===== src/rtl/mips_pkg.sv =====
// Shared MIPS pipeline definitions: instruction width, NOP encoding, PC step,
// and the IF/ID pipeline-register payload reused by later stages.
// Ports: none (package).
package mips_pkg;

   localparam int          INSTR_W   = 32;
   localparam logic [31:0] NOP_INSTR = 32'h0000_0000;
   localparam logic [31:0] PC_INC    = 32'd4;

   typedef struct packed {
      logic [INSTR_W-1:0] instr;
      logic [31:0]        pc_plus4;
      logic               valid;
   } if_id_t;

   // Bubble loaded on reset, flush and redirect.
   localparam if_id_t IF_ID_BUBBLE = '{instr: NOP_INSTR, pc_plus4: 32'h0, valid: 1'b0};

endpackage


===== src/rtl/if_id_reg.sv =====
// IF/ID pipeline register: async reset to a bubble, hold on stall, flush to a bubble.
// Ports: clk_i/rst_i clock and active-high async reset; hold_i keeps contents;
//        flush_i loads a bubble (wins over hold_i); d_i next payload; q_o registered payload.
module if_id_reg
   import mips_pkg::*;
(
   input  logic   clk_i,
   input  logic   rst_i,
   input  logic   hold_i,
   input  logic   flush_i,
   input  if_id_t d_i,
   output if_id_t q_o
);

   if_id_t if_id_q;
   if_id_t if_id_d;

   always_comb begin
      if_id_d = if_id_q;
      if (flush_i) begin
         if_id_d = IF_ID_BUBBLE;
      end else if (!hold_i) begin
         if_id_d = d_i;
      end
   end

   always_ff @(posedge clk_i or posedge rst_i) begin
      if (rst_i) begin
         if_id_q <= IF_ID_BUBBLE;
      end else begin
         if_id_q <= if_id_d;
      end
   end

   assign q_o = if_id_q;

endmodule


===== src/rtl/instruction_fetch_stage.sv =====
// MIPS IF stage: PC register, next-PC mux and IF/ID register; memory read is same-cycle.
// Ports: Clk, Reset (async, active-high); Stall/Flush/Redirect/RedirectTarget controls;
//        Instruction (memory read data); Address/PC (current PC); IfId_* registered payload;
//        FetchCount counts valid captures when built with IF_FETCH_COUNT_EN, else tied to 0.
module instruction_fetch_stage
   import mips_pkg::*;
#(
   parameter logic [31:0] RESET_PC   = 32'h0000_0000,
   parameter int          IMEM_IDX_W = 7
) (
   input  logic               Clk,
   input  logic               Reset,
   input  logic               Stall,
   input  logic               Flush,
   input  logic               Redirect,
   input  logic [31:0]        RedirectTarget,
   input  logic [INSTR_W-1:0] Instruction,
   output logic [31:0]        Address,
   output logic [31:0]        PC,
   output logic [INSTR_W-1:0] IfId_Instruction,
   output logic [31:0]        IfId_PCPlus4,
   output logic               IfId_Valid,
   output logic [31:0]        FetchCount
);

   logic [31:0] pc_q;
   logic [31:0] pc_d;
   logic [31:0] pc_plus4;
   if_id_t      fetch_dat;
   if_id_t      if_id_q;

   // Memory only decodes the word index, so higher PC bits alias; target low bits are dropped.
   logic [IMEM_IDX_W-1:0] unused_fetch_idx;
   logic [1:0]            unused_tgt_lo;
   assign unused_fetch_idx = pc_q[IMEM_IDX_W+1:2];
   assign unused_tgt_lo    = RedirectTarget[1:0];

   assign pc_plus4 = pc_q + PC_INC;

   // Redirect beats stall so a taken branch is never lost behind a load-use hold.
   always_comb begin
      pc_d = pc_q;
      if (Redirect) begin
         pc_d = {RedirectTarget[31:2], 2'b00};
      end else if (!Stall) begin
         pc_d = pc_plus4;
      end
   end

   always_ff @(posedge Clk or posedge Reset) begin
      if (Reset) begin
         pc_q <= {RESET_PC[31:2], 2'b00};
      end else begin
         pc_q <= pc_d;
      end
   end

   assign fetch_dat = '{instr: Instruction, pc_plus4: pc_plus4, valid: 1'b1};

   // A redirect squashes the wrong-path word fetched this cycle.
   if_id_reg u_if_id_reg (
      .clk_i   (Clk),
      .rst_i   (Reset),
      .hold_i  (Stall),
      .flush_i (Flush | Redirect),
      .d_i     (fetch_dat),
      .q_o     (if_id_q)
   );

   assign Address          = pc_q;
   assign PC               = pc_q;
   assign IfId_Instruction = if_id_q.instr;
   assign IfId_PCPlus4     = if_id_q.pc_plus4;
   assign IfId_Valid       = if_id_q.valid;

`ifdef IF_FETCH_COUNT_EN
   logic [31:0] fetch_cnt_q;
   logic        capture_en;

   assign capture_en = !Stall && !Flush && !Redirect;

   always_ff @(posedge Clk or posedge Reset) begin
      if (Reset) begin
         fetch_cnt_q <= 32'h0;
      end else if (capture_en) begin
         fetch_cnt_q <= fetch_cnt_q + 32'd1;
      end
   end

   assign FetchCount = fetch_cnt_q;
`else
   assign FetchCount = 32'h0;
`endif

endmodule

===== config.mk =====
export PLATFORM = sky130hd
export DESIGN_NAME = instruction_fetch_stage
export DESIGN_NICKNAME = d
export VERILOG_FILES = /design/src/rtl/mips_pkg.sv /design/src/rtl/if_id_reg.sv /design/src/rtl/instruction_fetch_stage.sv
export SDC_FILE = /design/constraint.sdc
export NUM_CORES = 1
export LEC_CHECK = 0
export ABC_AREA = 0
export CAP_MARGIN = 10
export CORE_AREA = 2 2 120 122
export DETAILED_ROUTE_END_ITERATION = 8
export DIE_AREA = 0 0 122 124
export PLACE_DENSITY = 0.73
export REMOVE_ABC_BUFFERS = 1
export SKIP_LAST_GASP = 1
export SLEW_MARGIN = 20
export SYNTH_ARGS = -nofsm -noshare
export SYNTH_HDL_FRONTEND = slang
export SYNTH_SLANG_ARGS = --single-unit

===== constraint.sdc =====
create_clock -name Clk -period 2.73 [get_ports Clk]
set_input_delay 0.4095 -clock Clk [delete_from_list [all_inputs] [get_ports Clk]]
set_output_delay 0.4095 -clock Clk [all_outputs]
set_load 0.03 [all_outputs]

# --- After elaboration in Yosys (flattened, before gate mapping) ---
# Index checks and enable logic that the tools add are counted.
word_totals:
  register_bits: 97
  wordCells: 12
classes:
  addsub: 1
  eq_ne: 2
  mux: 4
  bitwise_logic: 1
ops:
  columns: ["op", "count"]
  rows:
  - ["two-way mux 65 bit", 2]
  - ["two-way mux 32 bit", 2]
  - ["adder 32 x 3 -> 32 bit (second input constant)", 1]
  - ["!= test 2 x 1 -> 1 bit (second input constant)", 2]
  - ["OR 1 bit", 1]

# --- Logic depth before layout (Yosys ltp) ---
depth:
  depth_word: 3
  mapped_depth: 7

# --- Hierarchy ---
# From an unflattened synthesis, not the netlist that was laid out.
hier_totals:
  hier_cells: 563
  hier_area_um2: 5465.2
modules_own_cells:
  columns: ["module", "instances", "cells_each", "area_each_um2"]
  rows:
  - ["instruction_fetch_stage", 1, 353, 2793.9]
  - ["if_id_reg", 1, 210, 2671.3]

# --- Worst setup path before layout ---
# Ideal clock, no wire load.
synth_timing:
  path_kind: "register to register"
  from: "register pc_q[4], in the netlist Address[4]"
  to: "register, netlist name u_if_id_reg.q_o[32]"
  t_arrival_ps: 2067
  t_required_ps: 2593
  slack_ps: 526
  path_stages_with_launch: 8
  n_path_buf: 2
  period_less_slack_ps: 2204
  cell_sequence: "dfrtp_1 buf_2 nand4_4 or4_4 buf_6 nor4_4 xnor2_1 a21oi_1"
synth_between:
  elab_chain_cells: 3
synth_rtl:
  columns: ["item", "line_no", "source"]
  rows:
  - ["start, declared", "instruction_fetch_stage.sv:26", "logic [31:0] pc_q;"]
  - ["start signal, assigned", "instruction_fetch_stage.sv:52", "pc_q <= {RESET_PC[31:2], 2'b00};"]
  - ["start signal, assigned", "instruction_fetch_stage.sv:54", "pc_q <= pc_d;"]
  - ["adder 32 x 3 -> 32 bit", "instruction_fetch_stage.sv:38", "assign pc_plus4 = pc_q + PC_INC;"]
  - ["two-way mux 65 bit", "if_id_reg.sv:22", "end else if (!hold_i) begin"]
  - ["two-way mux 65 bit", "if_id_reg.sv:20", "if (flush_i) begin"]
# No other way between the ends. The select of a mux whose other input is x is not followed.
# A chain may end at the register's enable or synchronous reset.

# --- Worst setup path after layout ---
layout_timing:
  from: "register pc_q[2], in the netlist Address[2]"
  to: "register pc_q[30], in the netlist Address[30]"
layout_between:
  elab_chain_cells: 3
layout_rtl:
  columns: ["item", "line_no", "source"]
  rows:
  - ["adder 32 x 3 -> 32 bit", "instruction_fetch_stage.sv:38", null]
  - ["two-way mux 32 bit", "instruction_fetch_stage.sv:45", "end else if (!Stall) begin"]
  - ["two-way mux 32 bit", "instruction_fetch_stage.sv:43", "if (Redirect) begin"]
# No other way between the ends. The select of a mux whose other input is x is not followed.

==> summary.md <==
| Metric | Value |
|---|---|
| Tot GR Track Use | `17.4%` |
| Seq/Total Area, Yosys | `45.5%` |
| Final hold slack | `0.469 ns` |
| Worst clock skew | `~0.0071 ns` |
| Ports | `230` |
| Slew HR | `46.0%` |
| Startpoint class of the critical path | `register` |
| Via count | `4194` |
| Post-Synthesis Cells | `about 540` |
| Worst Max-Slew Pin Slew | `~0.81 ns` |
| DR pass1 iterations | `4` |
| Tcrit/Tclk final | `84.1%` |
| Core Area | `13700 sq um` |
| Post-Layout Cell Count | `~870` |
| DRT iter0 DRCs | `between 200 and 250` |
| WL/cell | `15.1 um` |
| Max-cap violations | `0` |
| Vias/cell | `4.83` |
| Clock sinks | `93` |
| Status | `completed` |
| Slew Limit Fails | `0` |
| Initial antenna violation count | `0` |
| Global-route wire length before repair | `20500 um` |
| Arr. time, crit path | `2.51 ns` |
| Top layer in use | `met4` |
| Final hold violation count | `0` |
| Num rows | `43` |
| Worst skew pair latency | `0.34 ns` |
| RSZ-0062 raised after global routing | `no` |
| Maximum fanout along the worst path | `8` |
| PwrDens | `roughly 530 nW/um^2` |
| CTS Root Cell | `clkbuf_16` |
| Post-DP HPWL | `around 9500 um` |
| Total CTS buffers | `9` |
| Postcts setup bufs | `0` |
| Share of cells above drive strength 1 | `4.65%` |
| Post-cts sizing count | `0` |
| Die height | `124 um` |
| CTS clock-pin slew for the worst setup and hold paths | `0.07 ns` |
| Post-synth top area share | `45.5%` |
| CTS Hold Buffers Added | `0` |
| GP Congestion | `around 0.84` |
| Fraction of registers with async set/reset | `100%` |
| DRT met1 WL | `5390 um` |
| CP peak stage delay | `0.52 ns` |
| Top FF cell, synth | `dfrtp_1` |
| Die width | `122 um` |
| Initial core utilization | `a little under two fifths` |
| CTS Buffer Depth | `2` |
| Max IR drop VDD | `0.299 mV` |
| PortBufs | `189` |
| Number of synthesized flops with an enable pin | `0` |
| Kind of critical path | `reg -> reg` |
| Vias in the first global route | `4064` |
| Buf+Inv Stages, Crit Path | `0` |
| Ant. Diodes | `0` |
| DR WL met3 | `~1100 um` |
| Slowest CP cell | `dfrtp_1` |
| Worst path cell trace | `ha_1 -> and3_1 -> nand4_1 -> nor3_1 -> xnor2_1 -> o21ai_0` |
| Top post-synthesis cells by area | `dfrtp_1 46%, buf_4 10%, xnor2_1 8.0%` |
| Htree depth | `3` |
| Count of final setup violators | `0` |
| Post-route ant nets | `0` |
| Cell with the most instances after synthesis | `dfrtp_1` |
| Synth Register Bits | `slightly above 90` |
| Placed cells | `852` |
| Die ar. | `~15000 sq um` |
| CTS tree | `yes` |
| Worst path top cell family by delay | `simple AND/OR/NAND/NOR gates` |
| Post-synthesis cell type count | `37` |
| HP Class | `in -> reg` |
| Layout area overhead | `38.2%` |
| Fmax achieved | `436 MHz` |
| Layout Nets | `753` |
| Worst Path Required | `2.95 ns` |
| Setup_tns | `0 ns` |
| Total Wirelength | `13100 um` |
| Commonest cells in the netlist | `93 x dfrtp_1, 68 x buf_4, 62 x nor2_1` |
| Leak | `2.93 nW` |
| Largest net degree at the start of global routing | `between 40 and 50` |
| Minimum clock period after layout | `~2.3 ns` |
| YS warnings | `0` |
| Worst setup EP type | `register` |
| Overflow after GRT | `0` |
| Wire length on met2 | `6340 um` |
| Avg Inst Size Synth | `9.40 sq um` |
| Synthesized cell area | `5110 sq um` |
| DRC Markers | `0` |
| Synth area leader | `dfrtp_1` |
## power breakdown
group          internal, mW  leakage, nW  switching [mW]  total, mW
registers              1.45         1.22           0.125       1.58
clock network         0.733        0.143           0.520       1.25
logic                 0.394         1.56           0.534      0.928
total                  2.58         2.93            1.18       3.76
## final timing paths
| path | from | endpoint | slack, ns | depth (start not counted) |
|---|---|---|---|---|
| max in group asynchronous | Reset | u_if_id_reg.q_o[46] | 1.59 | 3 |
| min reg2reg | u_if_id_reg.q_o[0] | u_if_id_reg.q_o[0] | 0.48 | 1 |
| min in group asynchronous | Reset | u_if_id_reg.q_o[19] | 0.49 | 2 |
| max | Address[2] | Address[30] | 0.43 | 6 |
| max reg2reg | Address[2] | Address[30] | 0.43 | 6 |
| min | Redirect | Address[29] | 0.47 | 3 |
## stage by stage
step | util, % | instance area [sq um] | total power [mW] | setup WS, ns
after floorplan | - | 4580 | 2.09 | -0.0998
after global placement | 49.4 | 6780 | 2.52 | 0.487
after detailed placement | 49.4 | 6780 | 2.54 | 0.455
after CTS | 51.5 | 7070 | 3.80 | 0.449
after global routing | 51.5 | 7070 | 3.93 | 0.210
final | 51.5 | 7070 | 3.76 | 0.435
## cells in the final DEF (no fill, tap or decap), types with 10 or more instances in the layout
cell / instances
clkdlybuf4s50_1: 187
a21oi_1: 26
o21ai_0: 46
conb_1: 38
xnor2_1: 47
dfrtp_1: 93
xor2_1: 10
mux2i_1: 35
nor2_1: 62
nor3_1: 16
nand2_1: 44
## cell type report
cell class	instances	area (sq um)
Inverter	4	17.5
Clock inverter	4	47.5
Clock buffer	12	246
Timing Repair Buffer	197	1970
Fill cell	1260	6650
Sequential cell	93	2330
Tap cell	180	225
Multi-Input combinational cell	378	2240
## registers in the layout, summed over array words and instances (netlist names)
register and count:
Address 30, u_if_id_reg.q_o 63
## routing by layer
metal  vias to the layer above  GRT usage, %
met2                       172          29.2
li1                       1986             -
met1                      2013          20.8
met5                         -             0
met3                        23          5.22
met4                         0          7.11
## logic make-up (layout without fill, tap and decap cells)
| family | after synthesis | in the layout | share of synthesized area [%] |
|---|---|---|---|
| multiplexers | 35 | 35 | 6.85 |
| XOR/XNOR | 57 | 57 | 9.76 |
| AND/OR/NAND/NOR | 168 | 168 | 16.2 |
| other | 1 | 38 | 0.0733 |
| flip-flops | 93 | 93 | 45.5 |
| AO/OA/AOI/OAI | 79 | 79 | 7.88 |
| buffers and inverters | 110 | 217 | 13.4 |
| adder cells (fa/ha/maj) | 1 | 1 | 0.245 |
## tightest hold or removal path, cell delays in order
cell and delay, ns:
buf_2 0.21, nand2_1 0.09, o21ai_1 0.05
Note: power is estimated with default switching activity, not from simulation.
